[src/rtl/gcd_operand_fifo_if.sv]
// Operand-pair handshake bundle between the upstream producer, the operand FIFO
// and the gcd_coprocessor operand port.
interface gcd_operand_fifo_if #(
  parameter int W = 16
);
  logic         in_val;
  logic [W-1:0] in_bits_A;
  logic [W-1:0] in_bits_B;
  logic         in_rdy;
  logic         out_val;
  logic [W-1:0] out_bits_A;
  logic [W-1:0] out_bits_B;
  logic         out_rdy;

  // FIFO side: accepts pairs from upstream, presents pairs to the coprocessor
  modport slave (
    input  in_val, in_bits_A, in_bits_B, out_rdy,
    output in_rdy, out_val, out_bits_A, out_bits_B
  );

  // Producer/consumer side
  modport master (
    output in_val, in_bits_A, in_bits_B, out_rdy,
    input  in_rdy, out_val, out_bits_A, out_bits_B
  );
endinterface

[src/rtl/gcd_operand_fifo.sv]
// Operand-pair FIFO feeding the gcd_coprocessor, with a saturating stall counter.
// Define GCD_OPQ_BYPASS_EN to let an incoming pair pass straight through an empty FIFO.
module gcd_operand_fifo #(
  parameter int W     = 16,
  parameter int DEPTH = 4
) (
  input  logic                   clk,
  input  logic                   reset,
  gcd_operand_fifo_if.slave      q,
  output logic [$clog2(DEPTH):0] count,
  output logic [15:0]            stall_cycles
);
  localparam int          AW       = $clog2(DEPTH);
  localparam logic [AW:0] FULL_CNT = (AW+1)'(DEPTH);

  logic [W-1:0]  mem_a [DEPTH];
  logic [W-1:0]  mem_b [DEPTH];
  logic [AW-1:0] head;
  logic [AW-1:0] tail;
  logic          empty;
  logic          full;
  logic          show_in;
  logic          take_in;
  logic          enq;
  logic          deq;

  function automatic logic [15:0] sat_inc16(input logic [15:0] v);
    return (v == 16'hFFFF) ? v : v + 16'd1;
  endfunction

  assign empty = (count == '0);
  assign full  = (count == FULL_CNT);

`ifdef GCD_OPQ_BYPASS_EN
  // An empty FIFO shows the incoming pair directly; it is only stored if not taken now
  assign show_in = empty && q.in_val && reset;
`else
  assign show_in = 1'b0;
`endif
  assign take_in = show_in && q.out_rdy;

  assign q.in_rdy = reset && !full;
  assign enq      = q.in_val && q.in_rdy && !take_in;
  assign deq      = !empty && q.out_rdy;

  always_comb begin
    q.out_val    = !empty || show_in;
    q.out_bits_A = mem_a[head];
    q.out_bits_B = mem_b[head];
    if (show_in) begin
      q.out_bits_A = q.in_bits_A;
      q.out_bits_B = q.in_bits_B;
    end
  end

  // Control state: pointers, occupancy and stall counter
  always_ff @(posedge clk) begin
    if (!reset) begin
      head         <= '0;
      tail         <= '0;
      count        <= '0;
      stall_cycles <= '0;
    end else begin
      if (enq) tail <= tail + 1'b1;
      if (deq) head <= head + 1'b1;
      case ({enq, deq})
        2'b10:   count <= count + 1'b1;
        2'b01:   count <= count - 1'b1;
        default: count <= count;
      endcase
      if (q.out_val && !q.out_rdy) stall_cycles <= sat_inc16(stall_cycles);
    end
  end

  // Storage is written on enqueue only and never reset
  always_ff @(posedge clk) begin
    if (enq) begin
      mem_a[tail] <= q.in_bits_A;
      mem_b[tail] <= q.in_bits_B;
    end
  end
endmodule

[src/flat_wrapper.sv]
// flat-port wrapper written by rule: the top's interface ports become plain ports
module gcd_operand_fifo_flat 
#(
  parameter int W     = 16,
  parameter int DEPTH = 4
)
  (clk, reset, count, stall_cycles, q_in_val, q_in_bits_A, q_in_bits_B, q_out_rdy, q_in_rdy, q_out_val, q_out_bits_A, q_out_bits_B);
  gcd_operand_fifo_if #(.W(W)) q_i ();
  input  logic clk;
  input  logic reset;
  output logic [$clog2(DEPTH):0] count;
  output logic [15:0] stall_cycles;
  input wire logic [$bits(q_i.in_val)-1:0] q_in_val;
  input wire logic [$bits(q_i.in_bits_A)-1:0] q_in_bits_A;
  input wire logic [$bits(q_i.in_bits_B)-1:0] q_in_bits_B;
  input wire logic [$bits(q_i.out_rdy)-1:0] q_out_rdy;
  output wire logic [$bits(q_i.in_rdy)-1:0] q_in_rdy;
  output wire logic [$bits(q_i.out_val)-1:0] q_out_val;
  output wire logic [$bits(q_i.out_bits_A)-1:0] q_out_bits_A;
  output wire logic [$bits(q_i.out_bits_B)-1:0] q_out_bits_B;
  assign q_i.in_val = q_in_val;
  assign q_i.in_bits_A = q_in_bits_A;
  assign q_i.in_bits_B = q_in_bits_B;
  assign q_i.out_rdy = q_out_rdy;
  assign q_in_rdy = q_i.in_rdy;
  assign q_out_val = q_i.out_val;
  assign q_out_bits_A = q_i.out_bits_A;
  assign q_out_bits_B = q_i.out_bits_B;
  gcd_operand_fifo #(.W(W), .DEPTH(DEPTH)) u_core (.clk(clk), .reset(reset), .q(q_i), .count(count), .stall_cycles(stall_cycles));
endmodule
[config.mk]
export PLATFORM = sky130hd
export DESIGN_NAME = gcd_operand_fifo_flat
export DESIGN_NICKNAME = d
export VERILOG_FILES = /design/src/rtl/gcd_operand_fifo_if.sv /design/src/rtl/gcd_operand_fifo.sv /design/src/flat_wrapper.sv
export SDC_FILE = /design/constraint.sdc
export NUM_CORES = 1
export LEC_CHECK = 0
export BUFFER_PORTS_ARGS = -buffer_cell sky130_fd_sc_hd__buf_4
export CAP_MARGIN = 10
export CELL_PAD_IN_SITES_DETAIL_PLACEMENT = 1
export CELL_PAD_IN_SITES_GLOBAL_PLACEMENT = 2
export CORE_MARGIN = 2
export CORE_UTILIZATION = 35
export CTS_BUF_LIST = sky130_fd_sc_hd__clkbuf_4 sky130_fd_sc_hd__clkbuf_8 sky130_fd_sc_hd__clkbuf_16
export CTS_CLUSTER_SIZE = 40
export DETAILED_ROUTE_END_ITERATION = 7
export HOLD_SLACK_MARGIN = 0.03
export PLACE_DENSITY_LB_ADDON = 0.1
export SETUP_SLACK_MARGIN = 0.5
export SLEW_MARGIN = 40
export SYNTH_ARGS = -nofsm -noshare
export SYNTH_HDL_FRONTEND = slang
export SYNTH_SLANG_ARGS = --single-unit
[constraint.sdc]
create_clock -name clk -period 5.6 [get_ports clk]
set_clock_uncertainty 0.1 [all_clocks]
set_input_delay 0.28 -clock clk [delete_from_list [all_inputs] [get_ports clk]]
set_output_delay 0.28 -clock clk [all_outputs]
set_load 0.05 [all_outputs]
* Yosys cells after proc, flatten, opt, wreduce, memory -nomap -nowiden
Memories as Yosys holds them, arrays and structs flattened. A register that Yosys moved wholly into a read port is not among the register bits. Index checks and enable logic that the tools add are counted.
Storage, ports and cells: register bits after elaboration 23, RAM bits 128, word-level logic and storage cells 33, memories 2
Cells by class: add/subtract/negate cells 5, equality and inequality tests 4, mux-type cells 7, bitwise operators 1, reduce and logical (&&, ||, !) cells 10
Memory list:
- u_core.mem_a | depth 4, bits a word 16, read ports 1, clocked after memory_dff 1, wr ports 1, RTL line gcd_operand_fifo.sv:16 | logic [W-1:0] mem_a [DEPTH];
- u_core.mem_b | depth 4, bits a word 16, read ports 1, clocked after memory_dff 1, wr ports 1, RTL line gcd_operand_fifo.sv:17 | logic [W-1:0] mem_b [DEPTH];
Operator list (count):
- 16-bit by 1-bit adder with 16-bit output, second input constant | 1
- 16-bit == test, second input constant | 1
- 2-bit 2-to-1 mux | 4
- 3-bit one-hot mux with 2 select lines | 1
- 2-bit by 1-bit adder with 2-bit output, second input constant | 2
- 1-bit logical AND | 4
- 3-bit by 1-bit adder with 3-bit output, second input constant | 1
- 3-bit == test, second input constant | 1
- 1-bit zero test | 3
- 3-bit zero test | 1
- 3-bit by 1-bit subtractor with 3-bit output, second input constant | 1
- 2-bit by 1-bit == test with 1-bit output, second input constant | 1
- 2-bit == test, second input constant | 1
- 1-bit 2-to-1 mux | 2
- 2-bit AND reduction | 1
- 2-bit nonzero test | 1
- 1-bit inverter | 1

* Longest topological paths before layout
Gate-level depths: netlist of the first run.
depth after elaboration 6, depth in mapped cells 9

* Worst setup path after synthesis of the first run
Ideal clock, no wire load.
path type reg2reg, start reg u_core.count[0], end reg u_core.count[2], library setup time 0.072 ns, arrival 2.621 ns, required time 5.428 ns, setup slack 2.807 ns, cell stages (with the launch flop) 10, path buffers 0, clock period less this slack 2.793 ns, cell sequence dfxtp_1 > nor3_2 > inv_1 > and2_1 > ha_1 > inv_1 > fa_1 > xor2_1 > or3_1 > a21oi_1
RTL lines:
- from (decl) | RTL line gcd_operand_fifo.sv:10 | output logic [$clog2(DEPTH):0] count,
- from (signal assigned) | RTL line gcd_operand_fifo.sv:67 | 2'b10: count <= count + 1'b1;
- from (signal assigned) | RTL line gcd_operand_fifo.sv:68 | 2'b01: count <= count - 1'b1;
- from (signal assigned) | RTL line gcd_operand_fifo.sv:69 | default: count <= count;
- 3-bit zero test * | RTL line gcd_operand_fifo.sv:31 | assign empty = (count == '0);
- 1-bit zero test *
- named net q_out_val | RTL line flat_wrapper.sv:18 | output wire logic [$bits(q_i.out_val)-1:0] q_out_val;
- 1-bit logical AND * | RTL line gcd_operand_fifo.sv:44 | assign deq = !empty && q.out_rdy;
- named net u_core.deq | RTL line gcd_operand_fifo.sv:25 | logic deq;
- 2-bit by 1-bit == test with 1-bit output / 2-bit == test (equally long branches) | RTL line gcd_operand_fifo.sv:66 | case ({enq, deq})
- 3-bit one-hot mux with 2 select lines / 2-bit nonzero test (equally long branches)
The timed path passes the listed nets; every way through them passes the cells marked *. A chain may end at the register's enable or synchronous reset.

==> flow_metrics.py, run 1 <==
metrics = {
    "yosys": {
        "yosys_warnings": 0,
        "ys_top_cells_by_count": "edfxtp_1, mux4_2, dfxtp_1",
        "synth.largest_area_cell": "edfxtp_1",
        "yosysSeqAreaShare_pct": 73.9,
        "netlist_instances": 316,
        "synth.net_count": 359,
        "synth_top_family_by_area": "multiplexers",
        "synthSimpleGateAreaFrac_pct": 6.56,
        "synth_area_leaders": "edfxtp_1, mux4_2, dfxtp_1",
        "synth_edf_count": 128,
        "synth_adder_area_share_pct": 1.62,
        "synth_xor_area_share_pct": 0.745,
        "synth-compound-area-share_pct": 2.64,
        "muxShareOfSynthArea_pct": 13.1,
        "ys.flop_type": "edfxtp_1",
        "syn_area_mm2": 0.00588,
        "synth_most_common_cell": "edfxtp_1",
        "synth.avg_cell_area_um2": 18.6,
        "synth-seq-cells": 153,
        "netlist.area_leader.share_pct": 65.4,
        "synth_cell_types": 39,
        "ys_async_sr_fraction_pct": 0,
    },
    "finish": {
        "syn2layout_area_growth_pct": 31.9,
        "fillers": 1595,
        "layout.nets": 488,
        "drive_gt1_share_pct": 35.8,
        "diodes": 0,
        "final_area_mm2": 0.00775,
    },
    "timing": {
        "rsz0062_at_grt": "no",
        "post-route-period-util_pct": 44.5,
        "drv_slew": 0,
        "relSlewSlack_pct": 55.1,
        "setup_viol_count_final": 0,
        "worst_pin_slew_ns": 0.673,
        "final_hold_viol_count": 0,
        "fin_tns_setup_ns": 0,
        "period_needed_ns": 2.49,
        "timing.fmax_ghz": 0.401,
    },
    "grt": {
        "antenna_found_initial": 0,
        "grt_pass1_vias": 3511,
        "grt_max_degree": 33,
        "grt_first_pass_wirelength_um": 19100,
        "grt_usage_pct": 14.2,
        "grt_overflow": 0,
    },
    "pwr": {
        "powerDensity_mw_per_mm2": 447,
        "leakage_uw": 0.00266,
        "ir_worst_vdd_mv": 0.229,
    },
    "min_path": {
        "hp-class": "in -> reg",
        "worstHoldStart": "reset",
        "hold_depth": 2,
    },
    "floorplanning": {
        "start_util_pct": 35.6,
        "placementRows": 47,
        "die-area_mm2": 0.0178,
        "die_w_um": 134,
        "pin_count": 89,
        "core-area_mm2": 0.0165,
        "die_h_um": 134,
    },
    "cts": {
        "cts.sinks": 153,
        "postCtsHoldBufs": 32,
        "root_buffer": "clkbuf_16",
        "clkSlewWorstSetupHoldPaths_ns": 0.06,
        "htreeDepth": 4,
        "cts_tree": "done",
        "cts_max_path_buffers": 2,
        "post-cts-setup-buffer-count": 0,
        "insertion_delay_ns": 0.41,
        "post_cts_resize_count": 0,
        "cts_made_buffers": 17,
    },
    "worst_setup_path": {
        "cp.required_ns": 5.22,
        "path_max_fanout": 32,
        "r2r_cells": 9,
        "timing.rr.start": "u_core.count[2]",
        "crit_end": "q_out_bits_A[14]",
        "worstSetupEndpointType": "primary output",
        "r2r_end": "u_core.count[2]",
        "rrSetupSlack_ns": 3.18,
        "start_kind": "flip-flop",
        "cp.arrival_ns": 2.11,
        "critical_path_class": "reg -> out",
    },
    "place": {
        "place_area_mm2": 0.00680,
        "gp_congestion": 0.715,
        "dp_hpwl_um": 7210,
        "port_buffers": 88,
    },
    "drt": {
        "drc": 0,
        "drt_iter0_markers": 137,
        "drt-vias-per-instance": 4.83,
        "wl_um": 11800,
        "vias": 3273,
        "wl_per_cell_um": 17.4,
        "first_pass_iters": 4,
        "ant_nets": 0,
    },
    "flow_run": {
        "max_cap_violations": 0,
    },
    "status": {
        "status": "finished, final reports clean",
    },
}
==> layout by cell type, fill, tap and decap left out, types with 7 or more instances in the layout <==
cell | Yosys | final
dfxtp_1 | 25 | 23
mux4_2 | 32 | 32
nand4_1 | 7 | 7
dlygate4sd3_1 | 0 | 32
inv_1 | 8 | 8
nand2_1 | 12 | 12
buf_4 | 0 | 89
edfxtp_1 | 128 | 128
a21oi_1 | 10 | 10
nor2_1 | 11 | 11
clkbuf_16 | 0 | 22
==> logic make-up after synthesis <==
kind of cell	after synthesis
xor+xnor	5
simple gates	69
flops	153
fa+ha+maj	7
buf+inv	20
mux	37
compound gates	25
==> sequential cells by signal (all words and copies together) (netlist names), named ones only <==
signal and flops:
u_core.mem_a 64, u_core.mem_b 64, u_core.stall_cycles 16, u_core.count 3, u_core.head 2, u_core.tail 2
==> layer usage <==
layer	vias up	track usage [%]	part of all wire, %
met4	0	5.85	1.3
met5	-	0	0
li1	1536	-	-
met2	74	23.3	51
met3	15	3.69	4.0
met1	1648	18.1	43
==> worst min path at each step <==
stage | end
after floorplan | u_core.mem_a[0][0]
after global placement | u_core.mem_a[2][4]
after detailed placement | u_core.mem_b[2][9]
after CTS | u_core.stall_cycles[12]
after global routing | u_core.stall_cycles[12]
final | u_core.stall_cycles[12]
==> metrics by stage <==
step                setup slack (ns)  total power, µW  std cells  hold WS, ns  util [%]
floorplan                       2.81             2060        316        0.279         -
global placement                2.47             2330        614        0.380      41.1
detailed placement              2.47             2330        614        0.386      41.2
CTS                             2.91             3510        678       0.0867      46.9
global route                    2.97             3610        678       0.0927      46.9
finish                          3.11             3460        678        0.101      46.9
==> layout make-up <==
| class | instances | area [µm²] | share of cell area [%] |
|---|---|---|---|
| sequential | 153 | 4350 | 56.1 |
| multi-input combinational | 143 | 1480 | 19.1 |
| timing repair buffer | 121 | 988 | 12.8 |
| clock buffer | 25 | 579 | 7.47 |
| tap | 220 | 275 | 3.55 |
| clock inverter | 7 | 46.3 | 0.597 |
| inverter | 9 | 33.8 | 0.436 |
==> critical path, cell delays in order (launching register included) <==
cell and delay, ns:
dfxtp_2 0.31, buf_4 0.54, mux4_2 0.62, buf_4 0.21
==> where the power goes <==
group | internal [µW] | switching [µW] | leakage (µW) | total [µW]
combinational | 352 | 612 | 0.000975 | 964
clock | 722 | 435 | 0.000316 | 1160
sequential | 1300 | 42.9 | 0.00137 | 1340
(Power assumes the default switching activity.)
==> run 2: changes to the inputs <==
==> constraint.sdc (replaced) <==
create_clock -name clk -period 2.4 [get_ports clk]
set_clock_uncertainty 0.1 [all_clocks]
set_input_delay 0.12 -clock clk [delete_from_list [all_inputs] [get_ports clk]]
set_output_delay 0.12 -clock clk [all_outputs]
set_load 0.05 [all_outputs]
==> run 2 against run 1 <==
  * Global-route usage is 1.9 points higher
  * Non-clock buffer count is 24 higher
  * Via count increased by 3.6%
  * Largest cell class unchanged
  * Largest power group unchanged
  * Highest routed layer unchanged
==> flow_metrics.py, run 2 (same netlist as run 1, synthesis figures left out) <==
metrics = {
    "cts": {
        "cts.sinks": 153,
        "htreeDepth": 4,
        "cts_made_buffers": 17,
        "cts_max_path_buffers": 2,
        "clkSlewWorstSetupHoldPaths_ns": 0.06,
        "root_buffer": "clkbuf_16",
        "cts_tree": "done",
        "insertion_delay_ns": 0.40,
    },
    "floorplanning": {
        "start_util_pct": 35.6,
        "core-area_mm2": 0.0165,
        "placementRows": 47,
        "die_h_um": 134,
        "die-area_mm2": 0.0178,
        "pin_count": 89,
        "die_w_um": 134,
    },
    "timing": {
        "relSlewSlack_pct": 60.6,
        "fin_tns_setup_ns": 0,
        "final_hold_viol_count": 0,
        "rsz0062_at_grt": "yes",
        "setup_viol_count_final": 0,
        "hold-worst-slack_ns": 0.142,
        "drv_slew": 0,
        "worst_pin_slew_ns": 0.589,
        "post-route-period-util_pct": 83.5,
        "period_needed_ns": 2.00,
        "timing.fmax_ghz": 0.499,
    },
    "worst_setup_path": {
        "path_cells": "buf_4, buf_16, mux4_2, buf_6",
        "crit_slowest_cell": "mux4_2",
        "start_kind": "flip-flop",
        "cp.buffers_inverters": 3,
        "worstSetupEndpointType": "primary output",
        "path_max_fanout": 8,
        "rrSetupSlack_ns": 0.50,
        "cp.required_ns": 2.18,
        "cp_top_family": "multiplexers",
        "timing.rr.start": "u_core.count[0]",
        "critical_path_class": "reg -> out",
        "cp_slowest_stage_delay_ns": 0.53,
        "cp.arrival_ns": 1.78,
    },
    "drt": {
        "wl_per_cell_um": 19.4,
        "ant_nets": 0,
        "wl_met1_um": 5890,
        "drc": 0,
        "drt-vias-per-instance": 4.84,
        "met3_length_um": 525,
        "first_pass_iters": 4,
        "top_layer_used": "met4",
        "routed-wl-met2_um": 7050,
        "wl_um": 13600,
        "vias": 3390,
        "drt_iter0_markers": 157,
    },
    "finish": {
        "drive_gt1_share_pct": 46.2,
        "syn2layout_area_growth_pct": 41.4,
        "final_cell_mix": "edfxtp_1, buf_4, dlygate4sd3_1",
        "diodes": 0,
        "stdcell_count": 701,
        "largestRegisters": "u_core.mem_a: 64 flops, u_core.mem_b: 64 flops, u_core.stall_cycles: 16 flops",
        "layout.nets": 513,
        "fillers": 1549,
        "final_common_cell": "edfxtp_1",
        "final_area_mm2": 0.00831,
    },
    "pwr": {
        "internal_power_uw": 5910,
        "power_frac_comb_pct": 34.2,
        "leakage_uw": 0.00283,
        "p_sw_uw": 2710,
        "p_total_uw": 8620,
        "powerDensity_mw_per_mm2": 1040,
        "seqPwrFrac_pct": 36.6,
        "ir_worst_vdd_mv": 0.550,
        "p_sw_share_pct": 31.5,
        "clkPwrFrac_pct": 29.2,
    },
    "flow_run": {
        "max_cap_violations": 0,
    },
    "grt": {
        "grt_max_degree": 33,
        "grt_first_pass_wirelength_um": 21400,
        "grt_overflow": 0,
        "grt_pass1_vias": 3784,
        "antenna_found_initial": 0,
        "grt_usage_pct": 16.1,
    },
    "place": {
        "port_buffers": 88,
        "gp_congestion": 0.748,
        "dpl.cell_count": 621,
        "dp_hpwl_um": 7670,
        "place_area_mm2": 0.00697,
    },
    "status": {
        "status": "finished, final reports clean",
    },
    "min_path": {
        "worstHoldStart": "reset",
        "hp-class": "in -> reg",
    },
}
-- run 2: power by group through the flow --
| stage | registers (µW) | clock network (µW) | logic (µW) |
|---|---|---|---|
| floorplan | 3260 | 0 | 1620 |
| global placement | 3190 | 0 | 2370 |
| finish | 3160 | 2510 | 2950 |
| global route | 3180 | 2700 | 3120 |
| CTS | 3170 | 2590 | 2880 |
| detailed placement | 3200 | 0 | 2360 |
-- run 2: stage by stage --
stage	utilization [%]	setup slack, ns
2_1_floorplan	-	0.312
3_3_place_gp	42.2	0.408
3_5_place_dp	42.2	0.357
4_1_cts	49.3	0.368
5_1_grt	50.3	0.322
6_report	50.3	0.397
-- run 2: final timing paths --
kind              cells past startpoint                 endpoint
hold reg to reg                       2  u_core.stall_cycles[14]
hold / removal                        4   u_core.stall_cycles[9]
setup / recovery                      4         q_out_bits_A[14]
setup reg to reg                      9          u_core.count[2]
-- run 2: cell type report --
class / instances / area [µm²] / share of cell area (%)
Tap cell: 220 / 275 / 3.31
Clock inverter: 10 / 104 / 1.25
Inverter: 9 / 36.3 / 0.437
Clock buffer: 20 / 448 / 5.39
Sequential cell: 153 / 4390 / 52.8
Timing Repair Buffer: 145 / 1440 / 17.3
Multi-Input combinational cell: 144 / 1620 / 19.4
-- run 2: worst register-to-register path: cells and delay by family, from the launching register on --
family	cells	cell delay (ns)
flops	1	0.36
fa+ha+maj	2	0.46
xor+xnor	1	0.15
compound gates	2	0.21
simple gates	2	0.44
buf+inv	2	0.12
-- run 2: metal layers --
layer / vias to the layer above / track usage [%]
li1: 1581 / -
met1: 1728 / 20.3
met2: 74 / 27.6
met3: 7 / 4.15
met4: 0 / 4.79
met5: - / 0
-- run 2: timing repair --
item,CTS,global route
resized for setup,47,17
endpoints found under the hold margin,137,0
setup endpoints to repair,85,98
setup buffers,5,7
pin swaps,2,9
hold buffers,34,0
gates cloned,3,1
